===== src/rtl/rpc_pkg.sv =====
// rtl/rpc_pkg.sv - state encoding and default widths for record_playback_ctrl
package rpc_pkg;

    typedef enum logic [1:0] {
        S_IDLE   = 2'd0,
        S_CLEAR  = 2'd1,
        S_RECORD = 2'd2,
        S_PLAY   = 2'd3
    } rpc_state_t;

    localparam int RPC_ADDR_W = 8;
    localparam int RPC_DUTY_W = 6;
    localparam int RPC_TICK_W = 12;

endpackage


===== src/rtl/btn_edge.sv =====
// rtl/btn_edge.sv - two-flop synchroniser followed by a registered rising-edge pulse
module btn_edge (
    input  logic sysclk,
    input  logic rst,
    input  logic din,
    output logic rise
);

    logic sync1;
    logic sync2;
    logic prev;

    always_ff @(posedge sysclk) begin
        if (rst) begin
            sync1 <= 1'b0;
            sync2 <= 1'b0;
            prev  <= 1'b0;
            rise  <= 1'b0;
        end else begin
            sync1 <= din;
            sync2 <= sync1;
            prev  <= sync2;
            rise  <= sync2 & ~prev;
        end
    end

endmodule


===== src/rtl/record_playback_ctrl.sv =====
// rtl/record_playback_ctrl.sv - record/playback/clear sequencer for the servo duty memory
// RPC_LOOP_EN: playback wraps and repeats; otherwise it stops after the last sample.
module record_playback_ctrl
    import rpc_pkg::*;
#(
    parameter int ADDR_W = RPC_ADDR_W,
    parameter int DUTY_W = RPC_DUTY_W,
    parameter int TICK_W = RPC_TICK_W
) (
    input  logic              sysclk,
    input  logic              Reset_Sw,
    input  logic              Storage_Sw,
    input  logic              Play_Sw,
    input  logic              Clear_Sw,
    input  logic              Bt_Up,
    input  logic              Bt_Down,
    input  logic              Bt_Left,
    input  logic              Bt_Right,
    input  logic [DUTY_W-1:0] Duty_X,
    input  logic [DUTY_W-1:0] Duty_Y,
    input  logic [DUTY_W-1:0] Mem_Rdata_X,
    input  logic [DUTY_W-1:0] Mem_Rdata_Y,
    output logic              Mem_We,
    output logic [ADDR_W-1:0] Mem_Addr,
    output logic [DUTY_W-1:0] Mem_Wdata_X,
    output logic [DUTY_W-1:0] Mem_Wdata_Y,
    output logic [DUTY_W-1:0] DC_X,
    output logic [DUTY_W-1:0] DC_Y,
    output logic [ADDR_W:0]   Rec_Len,
    output logic              Full,
    output logic [1:0]        State,
    output logic              Done
);

    rpc_state_t        state, next_state;
    logic [ADDR_W-1:0] clr_cnt;
    logic [ADDR_W-1:0] rd_ptr;
    logic [TICK_W-1:0] tick;
    logic [ADDR_W:0]   rec_len_q;
    logic [DUTY_W-1:0] dc_x, dc_y;
    logic              play_q;
    logic              done_q;
    logic              btn_rise;
    logic              rec_write;
    logic              play_last;
    logic              play_ok;
    logic              play_stop;

    btn_edge u_btn_edge (
        .sysclk (sysclk),
        .rst    (Reset_Sw),
        .din    (Bt_Up | Bt_Down | Bt_Left | Bt_Right),
        .rise   (btn_rise)
    );

    assign play_last = (state == S_PLAY) && (&tick) && (rec_len_q != '0) &&
                       ({1'b0, rd_ptr} == rec_len_q - (ADDR_W + 1)'(1));

`ifdef RPC_LOOP_EN
    assign play_ok   = Play_Sw;
    assign play_stop = 1'b0;
`else
    logic play_rise;
    logic armed;

    btn_edge u_play_edge (
        .sysclk (sysclk),
        .rst    (Reset_Sw),
        .din    (Play_Sw),
        .rise   (play_rise)
    );

    // A finished playback disarms until Play_Sw is seen going low and high again.
    always_ff @(posedge sysclk) begin
        if (Reset_Sw)       armed <= 1'b1;
        else if (play_last) armed <= 1'b0;
        else if (play_rise) armed <= 1'b1;
    end

    assign play_ok   = Play_Sw & (armed | play_rise);
    assign play_stop = play_last;
`endif

    always_comb begin
        next_state  = state;
        rec_write   = 1'b0;
        Mem_We      = 1'b0;
        Mem_Addr    = '0;
        Mem_Wdata_X = '0;
        Mem_Wdata_Y = '0;
        case (state)
            S_CLEAR: begin
                if (&clr_cnt) next_state = S_IDLE;
            end
            default: begin
                if (Clear_Sw)                    next_state = S_CLEAR;
                else if (Storage_Sw)             next_state = S_RECORD;
                else if (play_ok && !play_stop)  next_state = S_PLAY;
                else                             next_state = S_IDLE;
            end
        endcase
        // An edge on the cycle that leaves RECORD is dropped.
        rec_write = (state == S_RECORD) && btn_rise && !Full && (next_state == S_RECORD);
        case (state)
            S_CLEAR: begin
                Mem_We   = 1'b1;
                Mem_Addr = clr_cnt;
            end
            S_RECORD: begin
                Mem_We      = rec_write;
                Mem_Addr    = rec_len_q[ADDR_W-1:0];
                Mem_Wdata_X = Duty_X;
                Mem_Wdata_Y = Duty_Y;
            end
            S_PLAY:  Mem_Addr = rd_ptr;
            default: ;
        endcase
    end

    always_ff @(posedge sysclk) begin
        if (Reset_Sw) begin
            state     <= S_IDLE;
            clr_cnt   <= '0;
            rd_ptr    <= '0;
            tick      <= '0;
            rec_len_q <= '0;
            dc_x      <= '0;
            dc_y      <= '0;
            play_q    <= 1'b0;
            done_q    <= 1'b0;
        end else begin
            state   <= next_state;
            play_q  <= (state == S_PLAY);
            done_q  <= play_last;
            clr_cnt <= (state == S_CLEAR) ? clr_cnt + ADDR_W'(1) : '0;

            if ((state == S_CLEAR) && (&clr_cnt)) rec_len_q <= '0;
            else if (rec_write)                   rec_len_q <= rec_len_q + (ADDR_W + 1)'(1);

            // Pointer and tick sit at zero outside PLAY, so entry always starts at sample 0.
            if (state == S_PLAY) begin
                tick <= tick + TICK_W'(1);
                if ((&tick) && (rec_len_q != '0))
                    rd_ptr <= play_last ? '0 : rd_ptr + ADDR_W'(1);
            end else begin
                tick   <= '0;
                rd_ptr <= '0;
            end

            // Read data is only trusted once the address has been PLAY's for a full cycle.
            case (state)
                S_RECORD: begin
                    dc_x <= Duty_X;
                    dc_y <= Duty_Y;
                end
                S_PLAY: begin
                    if (rec_len_q == '0) begin
                        dc_x <= '0;
                        dc_y <= '0;
                    end else if (play_q) begin
                        dc_x <= Mem_Rdata_X;
                        dc_y <= Mem_Rdata_Y;
                    end
                end
                default: ;
            endcase
        end
    end

    assign Rec_Len = rec_len_q;
    assign Full    = rec_len_q[ADDR_W];
    assign DC_X    = dc_x;
    assign DC_Y    = dc_y;
    assign State   = state;
    assign Done    = done_q;

endmodule


===== config.mk =====
export PLATFORM = sky130hd
export DESIGN_NAME = record_playback_ctrl
export DESIGN_NICKNAME = d
export VERILOG_FILES = /design/src/rtl/rpc_pkg.sv /design/src/rtl/btn_edge.sv /design/src/rtl/record_playback_ctrl.sv
export SDC_FILE = /design/constraint.sdc
export NUM_CORES = 1
export LEC_CHECK = 0
export CAP_MARGIN = 20
export CORE_ASPECT_RATIO = 0.9
export CORE_MARGIN = 2
export CORE_UTILIZATION = 55
export CTS_BUF_LIST = sky130_fd_sc_hd__clkbuf_2
export DETAILED_ROUTE_END_ITERATION = 12
export GPL_TIMING_DRIVEN = 0
export PLACE_DENSITY_LB_ADDON = 0.2
export SLEW_MARGIN = 20
export SYNTH_ARGS = -nofsm -noshare
export SYNTH_HDL_FRONTEND = slang
export SYNTH_HIERARCHICAL = 1
export SYNTH_SLANG_ARGS = --single-unit

===== constraint.sdc =====
create_clock -name sysclk -period 7.7 [get_ports sysclk]
set_input_delay 1.54 -clock sysclk [delete_from_list [all_inputs] [get_ports sysclk]]
set_output_delay 1.54 -clock sysclk [all_outputs]
set_load 0.1 [all_outputs]

# After elaboration in Yosys (flattened, before gate mapping)
# Index checks and enable logic that the tools add are counted.
# word_totals
in_bits	33
reg_bits	62
out_inout_bits	46
# op_classes
n_eq_ne	6
n_addsub	5
mux	18
n_bitwise	11
n_reduce_logical	21
# op_table
cell	n
$mux W6	6
$pmux W6 S2	2
$pmux W8 S3	1
$add A8 B1 Y8 const B	2
$add A12 B1 Y12 const B	1
$reduce_and A12 Y1	1
$mux W2	5
$add A9 B1 Y9 const B	1
$eq A8 B9 Y1	1
$logic_and A1 B1 Y1	9
$logic_not A9 Y1	1
$reduce_bool A9 Y1	1
$sub A9 B1 Y9 const B	1
$mux W8	1
$reduce_and A8 Y1	1
$eq A2 B2 Y1 const B	3
$reduce_or A2 Y1	3
$not A1 Y1	4
$or A1 B1 Y1	4
$reduce_bool A2 Y1	2
$and A1 B1 Y1	3
$ne A3 B2 Y1 const B	1
$eq A2 B1 Y1 const B	1
$logic_not A1 Y1	2
other kinds (3)	4

# Depth between registers and ports, before layout
# Gate-level depths: netlist of the first run.
# depth
word_depth	13
depth_mapped	11
depth_no_buf	8

# By module
# Netlist of the first run, hierarchy kept.
# by_module_without_submodules
module	area_each_um2	cells_each	seq_area_each_um2	n_inst
record_playback_ctrl	3071.7	373	1081.0	1
btn_edge	111.4	8	80.1	2

# Least setup slack after synthesis of the first run
# OpenSTA, ideal clock, no wires.
# synth_timing
path_kind	input to output
startpoint	input Clear_Sw
endpoint	output Mem_We
required_ns	6.160
arrival_time_ns	3.160
path_slack_ns	3.000
path_stages	3
path_cell_list	nor2_1 -> a31oi_1 -> nor2b_1
# synth_between
elab_chain_cells	5
# synth_lines
element	line_no	text
from (decl)	record_playback_ctrl.sv:14	input logic Clear_Sw,
$mux W2	record_playback_ctrl.sv:96	if (Clear_Sw) next_state = S_CLEAR;
$mux W2	record_playback_ctrl.sv:91	case (state)
$eq A2 B2 Y1	record_playback_ctrl.sv:103	rec_write = (state == S_RECORD) && btn_rise && !Full && (next_state == S_RECORD);
$logic_and A1 B1 Y1	record_playback_ctrl.sv:103	
$pmux W1 S2	record_playback_ctrl.sv:104	case (state)
to (decl)	record_playback_ctrl.sv:23	output logic Mem_We,
# No other way between the ends.

# Worst setup path after layout of the first run
# Same ends and word-level chain as after synthesis.

==> insert_results.sql, run 1 <==
INSERT INTO impl_metrics (metric_group, metric, value, unit) VALUES
('timing', 'fin_ws', '2.59', 'ns'),
('flow_run', 'drv_cap', '0', ''),
('critical_path', 'regToRegEndpoint', 'rd_ptr[6]$_SDFFE_PP0P_', ''),
('power_and_ir_drop', 'power_frac_seq', '0.481', ''),
('floorplanning', 'pin_count', '79', ''),
('floorplanning', 'die_area', '6630', 'um2'),
('cells_and_area', 'multiInputGateArea', '1850', 'um2'),
('drt', 'first_iter_violations', '190', ''),
('clock_network', 'cts_post_setup_buffers_inserted', '0', ''),
('floorplanning', 'dieWidth', '85.6', 'um'),
('cells_and_area', 'num-nets-final', '520', ''),
('cells_and_area', 'layoutNonFillerInstCount', '553', ''),
('place', 'pre_cts_setup_slack', '2.58', 'ns'),
('clock_network', 'clk-insertion-delay-late', '0.51', 'ns'),
('critical_path', 'cp.buffers_inverters', '2', ''),
('power_and_ir_drop', 'powerDensity', '164', 'nW/um2'),
('logic_synthesis', 'synthesis.instances', '389', ''),
('logic_synthesis', 'mappedNetlistNets', '431', ''),
('critical_path', 'crit_path_cell_trace', 'clkdlybuf4s50_1 > nor2_1 > a31oi_1 > nor2b_1 > clkdlybuf4s50_1', ''),
('timing', 'min_cycle_time_layout', '5.11', 'ns'),
('critical_path', 'worstSetupPathType', 'input pin to output pin', ''),
('min_path', 'hold_class', 'register to register', ''),
('timing', 'max_freq', '196', 'MHz'),
('critical_path', 'max_stage_delay', '1.15', 'ns'),
('floorplanning', 'initial_utilization', '0.575', ''),
('grt', 'grt_remaining_overflow', '0', ''),
('logic_synthesis', 'synth_top_family_by_area', 'simple AND/OR/NAND/NOR gates', ''),
('timing', 'worst_pin_slew', '1.00', 'ns'),
('cells_and_area', 'drive_above_1_share', '0.0932', ''),
('critical_path', 'critical_path_depth', '5', ''),
('cells_and_area', 'syn2layout_area_growth', '30.0', '%'),
('clock_network', 'clockBufferDepth', '2', ''),
('logic_synthesis', 'synthesized_area', '3290', 'um2'),
('drt', 'routed_wl', '8.05', 'mm'),
('timing', 'clock_skew', '0.0348', 'ns'),
('clock_network', 'post_cts_resize_count', '0', ''),
('critical_path', 'cp_data_required_time', '6.16', 'ns'),
('clock_network', 'h-tree-depth', '3', ''),
('drt', 'routedWlPerCell', '14.6', 'um'),
('timing', 'finalSetupViolCount', '0', ''),
('critical_path', 'critPathMaxFanout', '4', ''),
('logic_synthesis', 'share_of_the_yosys_chip_area_belonging_to_registers', '0.377', ''),
('logic_synthesis', 'dominantRegCellSynth', 'sky130_fd_sc_hd__dfxtp_1', ''),
('clock_network', 'cts_sinks', '62', ''),
('timing', 'finalHoldViolCount', '0', ''),
('logic_synthesis', 'synth-compound-area-share', '0.164', ''),
('floorplanning', 'placeable_core_region', '5730', 'um2'),
('power_and_ir_drop', 'internal-power', '455', 'uW'),
('logic_synthesis', 'yosys.area_share.simple', '0.273', ''),
('cells_and_area', 'ff_latch_area', '1240', 'um2'),
('floorplanning', 'die-height', '77.4', 'um'),
('place', 'gpl.final_weighted_congestion', '0.881', ''),
('timing', 'rsz0062_at_grt', 'false', ''),
('power_and_ir_drop', 'peak_ir_drop_on_the_vdd_network', '0.000130', 'V'),
('grt', 'grt_max_degree', '13', ''),
('critical_path', 'r2r_start', 'Rec_Len[0]$_SDFFE_PP0P_', ''),
('power_and_ir_drop', 'total_switching_power', '246', 'uW'),
('logic_synthesis', 'mapped_avg_cell_area', '8.47', 'um2'),
('clock_network', 'cts-buffers-inserted', '9', ''),
('logic_synthesis', 'synth_xor_area_frac', '0.0904', ''),
('power_and_ir_drop', 'netSwitchingFraction', '0.351', ''),
('critical_path', 'timing.critical_path.max_delay_family', 'buffers and inverters', ''),
('timing', 'final_min_period_over_clock_period', '0.664', ''),
('critical_path', 'worstSetupStartpointType', 'input pin', ''),
('drt', 'via_count', '3115', ''),
('logic_synthesis', 'yosysUniqueCellTypes', '51', ''),
('run_status', 'outcome', 'complete, no violations', ''),
('logic_synthesis', 'yosys.area_share.adder', '0.0342', ''),
('power_and_ir_drop', 'comb_power_share', '0.228', ''),
('power_and_ir_drop', 'power', '701', 'uW'),
('grt', 'global_route_wire_length_before_repair', '13.4', 'mm');
power by group through the flow:
stage | logic [uW] | registers, uW | clock network (uW)
after global placement | 158 | 343 | 0
after detailed placement | 160 | 343 | 0
after global routing | 168 | 338 | 225
after floorplan | 61.9 | 393 | 0
after CTS | 160 | 337 | 210
final | 160 | 337 | 204
per-layer routing:
metal	vias up	share of wire	routed length (um)	GRT usage
li1	1508	-	-	-
met1	1485	0.43	3460	0.299
met2	107	0.49	3940	0.434
met3	15	0.064	514	0.0691
met4	0	0.016	130	0.0841
met5	-	0	0	0
worst min path at each step:
stage	from	to	slack (ns)	cells past startpoint
2_1_floorplan	u_btn_edge/prev$_SDFF_PP0_	u_btn_edge/rise$_SDFF_PP0_	0.39	1
3_3_place_gp	u_btn_edge/prev$_SDFF_PP0_	u_btn_edge/rise$_SDFF_PP0_	0.39	1
3_5_place_dp	u_play_edge/prev$_SDFF_PP0_	u_play_edge/rise$_SDFF_PP0_	0.40	1
4_1_cts	u_btn_edge/prev$_SDFF_PP0_	u_btn_edge/rise$_SDFF_PP0_	0.43	1
5_1_grt	u_play_edge/prev$_SDFF_PP0_	u_play_edge/rise$_SDFF_PP0_	0.44	1
6_report	u_play_edge/prev$_SDFF_PP0_	u_play_edge/rise$_SDFF_PP0_	0.42	1
registers in the layout, indices dropped and copies added (netlist names), 2 cells and up:
signal   cells
DC_Y         6
clr_cnt      8
Rec_Len      9
State        2
tick        12
rd_ptr       8
DC_X         6
cell usage after synthesis, drive strengths merged (9+ instances only):
library cell,number,area share
xnor2,19,0.051
nor2,64,0.073
nand2,17,0.019
nand3,13,0.020
clkbuf,17,0.022
a21oi,24,0.041
xor2,15,0.040
a211oi,13,0.042
and2,15,0.028
inv,14,0.016
nor2b,23,0.044
buf,11,0.023
dfxtp,62,0.38
ha,9,0.034
worst reg2reg max path, stage by stage, from the launching register on:
cell                       delay [ns]
sky130_fd_sc_hd__dfxtp_1         0.37
sky130_fd_sc_hd__clkbuf_1        0.23
sky130_fd_sc_hd__inv_1           0.11
sky130_fd_sc_hd__ha_1            0.24
sky130_fd_sc_hd__or4b_4          0.48
sky130_fd_sc_hd__buf_6           0.15
sky130_fd_sc_hd__nor4_1          0.36
sky130_fd_sc_hd__o211ai_2        0.24
sky130_fd_sc_hd__o31ai_4         0.41
sky130_fd_sc_hd__o21ba_1         0.19
layout by cell type, fill, tap and decap left out, types with 4 or more instances in the layout:
cell,instances
sky130_fd_sc_hd__nor2_1,64
sky130_fd_sc_hd__and2_1,15
sky130_fd_sc_hd__nor3_1,8
sky130_fd_sc_hd__clkbuf_1,16
sky130_fd_sc_hd__buf_4,4
sky130_fd_sc_hd__nand3_1,13
sky130_fd_sc_hd__clkbuf_2,9
sky130_fd_sc_hd__nor2b_1,23
sky130_fd_sc_hd__dfxtp_1,62
sky130_fd_sc_hd__a222oi_1,8
sky130_fd_sc_hd__nand2_1,17
sky130_fd_sc_hd__or3_1,5
sky130_fd_sc_hd__inv_1,14
sky130_fd_sc_hd__o21ai_0,6
sky130_fd_sc_hd__a211oi_2,8
sky130_fd_sc_hd__nand4_1,6
sky130_fd_sc_hd__nand2b_1,4
sky130_fd_sc_hd__xor2_1,15
sky130_fd_sc_hd__a21oi_1,22
sky130_fd_sc_hd__ha_1,9
sky130_fd_sc_hd__xnor2_1,19
sky130_fd_sc_hd__clkdlybuf4s50_1,78
sky130_fd_sc_hd__a211oi_1,5
final cells by class:
| cell class | instances | share of cell area |
|---|---|---|
| Multi-Input combinational cell | 285 | 0.432 |
| Sequential cell | 62 | 0.290 |
| Timing Repair Buffer | 78 | 0.182 |
| Buffer | 28 | 0.0348 |
| Tap cell | 70 | 0.0205 |
| Clock inverter | 7 | 0.0172 |
| Inverter | 14 | 0.0123 |
| Clock buffer | 9 | 0.0105 |
per-stage QoR:
stage                     utilization  area, um2
after global placement          0.727       4160
after floorplan                     -       3290
after detailed placement        0.727       4160
after global routing            0.748       4280
after CTS                       0.748       4280
final                           0.748       4280
logic make-up after synthesis:
logic type                 Yosys count
and+or+nand+nor                    173
DFF                                 62
adders and majority gates            9
AOI/OAI and AO/OA                   69
xor gates and xnor gates            34
buffers and inverters               42
Note: power is estimated with default switching activity, not from simulation.
==> inputs of run 2 (changes only) <==
- CORE_UTILIZATION: 55 -> 52
- clock period: 7.7 -> 5.2 ns (I/O delays scaled with it)
==> insert_results.sql, run 2 (synthesized netlist as in run 1, its figures left out) <==
INSERT INTO impl_metrics (metric_group, metric, value, unit) VALUES
('run_status', 'outcome', 'complete, no violations', ''),
('clock_network', 'cts_tree', 'done', ''),
('clock_network', 'post_cts_resize_count', '0', ''),
('cells_and_area', 'layout.cells.most_common', 'sky130_fd_sc_hd__clkdlybuf4s50_1', ''),
('grt', 'grt_max_degree', '12', ''),
('place', 'placedCellCount', '554', ''),
('timing', 'rsz0062_at_grt', 'false', ''),
('timing', 'worst_pin_slew', '0.992', 'ns'),
('critical_path', 'crit_end_category', 'output pin', ''),
('cells_and_area', 'final.fill_count', '492', ''),
('place', 'gpl.final_weighted_congestion', '0.910', ''),
('flow_run', 'drv_cap', '0', ''),
('critical_path', 'crit_path_cell_trace', 'ha_1 > clkbuf_1 > a222oi_1 > nor2_1 > clkdlybuf4s50_1', ''),
('drt', 'avgViaCountPerCell', '5.30', ''),
('critical_path', 'cp.buffers_inverters', '2', ''),
('drt', 'routed_wl', '7.90', 'mm'),
('drt', 'ant_nets', '0', ''),
('timing', 'min_cycle_time_layout', '4.27', 'ns'),
('clock_network', 'cts-root-buf', 'sky130_fd_sc_hd__clkbuf_2', ''),
('drt', 'drc', '0', ''),
('critical_path', 'max_stage_delay', '1.16', 'ns'),
('critical_path', 'timing.critical_path.max_delay_family', 'buffers and inverters', ''),
('grt', 'grt_util_all_layers', '0.238', ''),
('critical_path', 'critPathMaxFanout', '10', ''),
('floorplanning', 'dieWidth', '87.9', 'um'),
('timing', 'finalSetupTns', '0', 'ns'),
('timing', 'final-max-slew-violation-count', '0', ''),
('clock_network', 'cts-buffers-inserted', '9', ''),
('cells_and_area', 'drive_above_1_share', '0.0932', ''),
('drt', 'routedWlPerCell', '13.9', 'um'),
('floorplanning', 'fp-row-count', '27', ''),
('timing', 'timing.slew.headroom', '0.336', ''),
('timing', 'final_min_period_over_clock_period', '0.821', ''),
('cells_and_area', 'layout_common_cells', 'sky130_fd_sc_hd__clkdlybuf4s50_1, sky130_fd_sc_hd__nor2_1, sky130_fd_sc_hd__dfxtp_1', ''),
('clock_network', 'cts_post_setup_buffers_inserted', '0', ''),
('grt', 'first_global_vias', '2860', ''),
('floorplanning', 'die_area', '6990', 'um2'),
('timing', 'max_freq', '234', 'MHz'),
('critical_path', 'r2r_start', 'Rec_Len[0]$_SDFFE_PP0P_', ''),
('cells_and_area', 'num-nets-final', '520', ''),
('cells_and_area', 'layoutNonFillerInstCount', '570', ''),
('grt', 'global_route_wire_length_before_repair', '13.1', 'mm'),
('critical_path', 'cp_data_required_time', '4.16', 'ns'),
('clock_network', 'clkSlewWorstSetupHoldPaths', '0.16', 'ns'),
('timing', 'clock_skew', '0.0303', 'ns'),
('drt', 'via_count', '3023', ''),
('grt', 'grt_remaining_overflow', '0', ''),
('critical_path', 'critical_path_arrival', '3.23', 'ns'),
('min_path', 'hold_class', 'register to register', ''),
('min_path', 'hold_path.startpoint', 'u_play_edge/prev$_SDFF_PP0_', ''),
('floorplanning', 'placeable_core_region', '6110', 'um2'),
('cells_and_area', 'syn2layout_area_growth', '31.8', '%'),
('timing', 'final.hold.worst_slack', '0.420', 'ns'),
('power_and_ir_drop', 'power.static_leakage', '0.00154', 'uW'),
('critical_path', 'worstSetupStartpointType', 'register', ''),
('clock_network', 'cts_sinks', '62', ''),
('grt', 'initial_antenna_violation_count', '0', ''),
('clock_network', 'h-tree-depth', '3', ''),
('power_and_ir_drop', 'peak_ir_drop_on_the_vdd_network', '0.000199', 'V'),
('critical_path', 'crit_path_top_delay_cell', 'sky130_fd_sc_hd__clkdlybuf4s50_1', ''),
('place', 'place.detailed.hpwl', '5.81', 'mm'),
('drt', 'detail_route.first_pass.iterations', '6', ''),
('clock_network', 'clockBufferDepth', '2', ''),
('power_and_ir_drop', 'powerDensity', '258', 'nW/um2'),
('cells_and_area', 'max_flop_register', 'tick', ''),
('place', 'port_buffers', '78', ''),
('critical_path', 'worstSetupPathType', 'register to output pin', ''),
('cells_and_area', 'largest_reg_flops', '12', ''),
('drt', 'first_iter_violations', '219', ''),
('floorplanning', 'pin_count', '79', ''),
('cells_and_area', 'insertedDiodeCount', '0', ''),
('timing', 'finalSetupViolCount', '0', ''),
('floorplanning', 'initial_utilization', '0.539', ''),
('floorplanning', 'die-height', '79.5', 'um'),
('clock_network', 'clk-insertion-delay-late', '0.51', 'ns'),
('clock_network', 'holdBufCountCts', '0', ''),
('critical_path', 'cp-startpoint', 'State[1]$_SDFF_PP0_', ''),
('timing', 'finalHoldViolCount', '0', '');
-- run 2: cell count changes in the layout (fill, tap and decap cells not counted) --
cell,delta
sky130_fd_sc_hd__clkinv_2,+2
sky130_fd_sc_hd__bufinv_16,+2
sky130_fd_sc_hd__clkinvlp_4,-3
sky130_fd_sc_hd__inv_6,-1
-- run 2: final timing paths --
path	to	slack, ns	depth (start not counted)
worst min register to register	u_play_edge/rise$_SDFF_PP0_	0.42	1
worst max register to register	rd_ptr[6]$_SDFFE_PP0P_	2.30	9
worst max-delay path	Mem_Addr[2]	0.93	5
worst min-delay path	u_play_edge/rise$_SDFF_PP0_	0.42	1
-- run 2: per-layer routing --
| layer | share of wire | up-vias | track usage |
|---|---|---|---|
| met5 | 0 | - | 0 |
| met2 | 0.48 | 93 | 0.391 |
| met1 | 0.44 | 1405 | 0.295 |
| li1 | - | 1513 | - |
| met3 | 0.067 | 12 | 0.0786 |
| met4 | 0.012 | 0 | 0.0723 |
-- run 2: metrics by stage --
step | setup WS, ns | area (um2) | power, uW | util
finish | 0.928 | 4340 | 1120 | 0.710
global route | 0.736 | 4340 | 1170 | 0.710
CTS | 0.936 | 4340 | 1130 | 0.710
detailed placement | 1.09 | 4180 | 745 | 0.684
global placement | 1.08 | 4180 | 741 | 0.684
floorplan | 1.07 | 3290 | 674 | -
-- run 2: power breakdown --
group | internal [uW] | total [uW] | leakage, uW | switching [uW]
sequential | 490 | 498 | 0.000503 | 8.11
clock | 205 | 387 | 0.0000933 | 182
combinational | 72.3 | 237 | 0.000946 | 164
-- run 2: cell type report --
class	instances	area, um2	share of cell area
repair buffers	78	781	0.180
flip-flops and latches	62	1240	0.286
plain buffers	28	149	0.0343
multi-input cells	285	1850	0.427
clock buffers	9	45.0	0.0104
clock inverters	7	113	0.0259
inverters	14	52.6	0.0121
well taps	87	109	0.0251
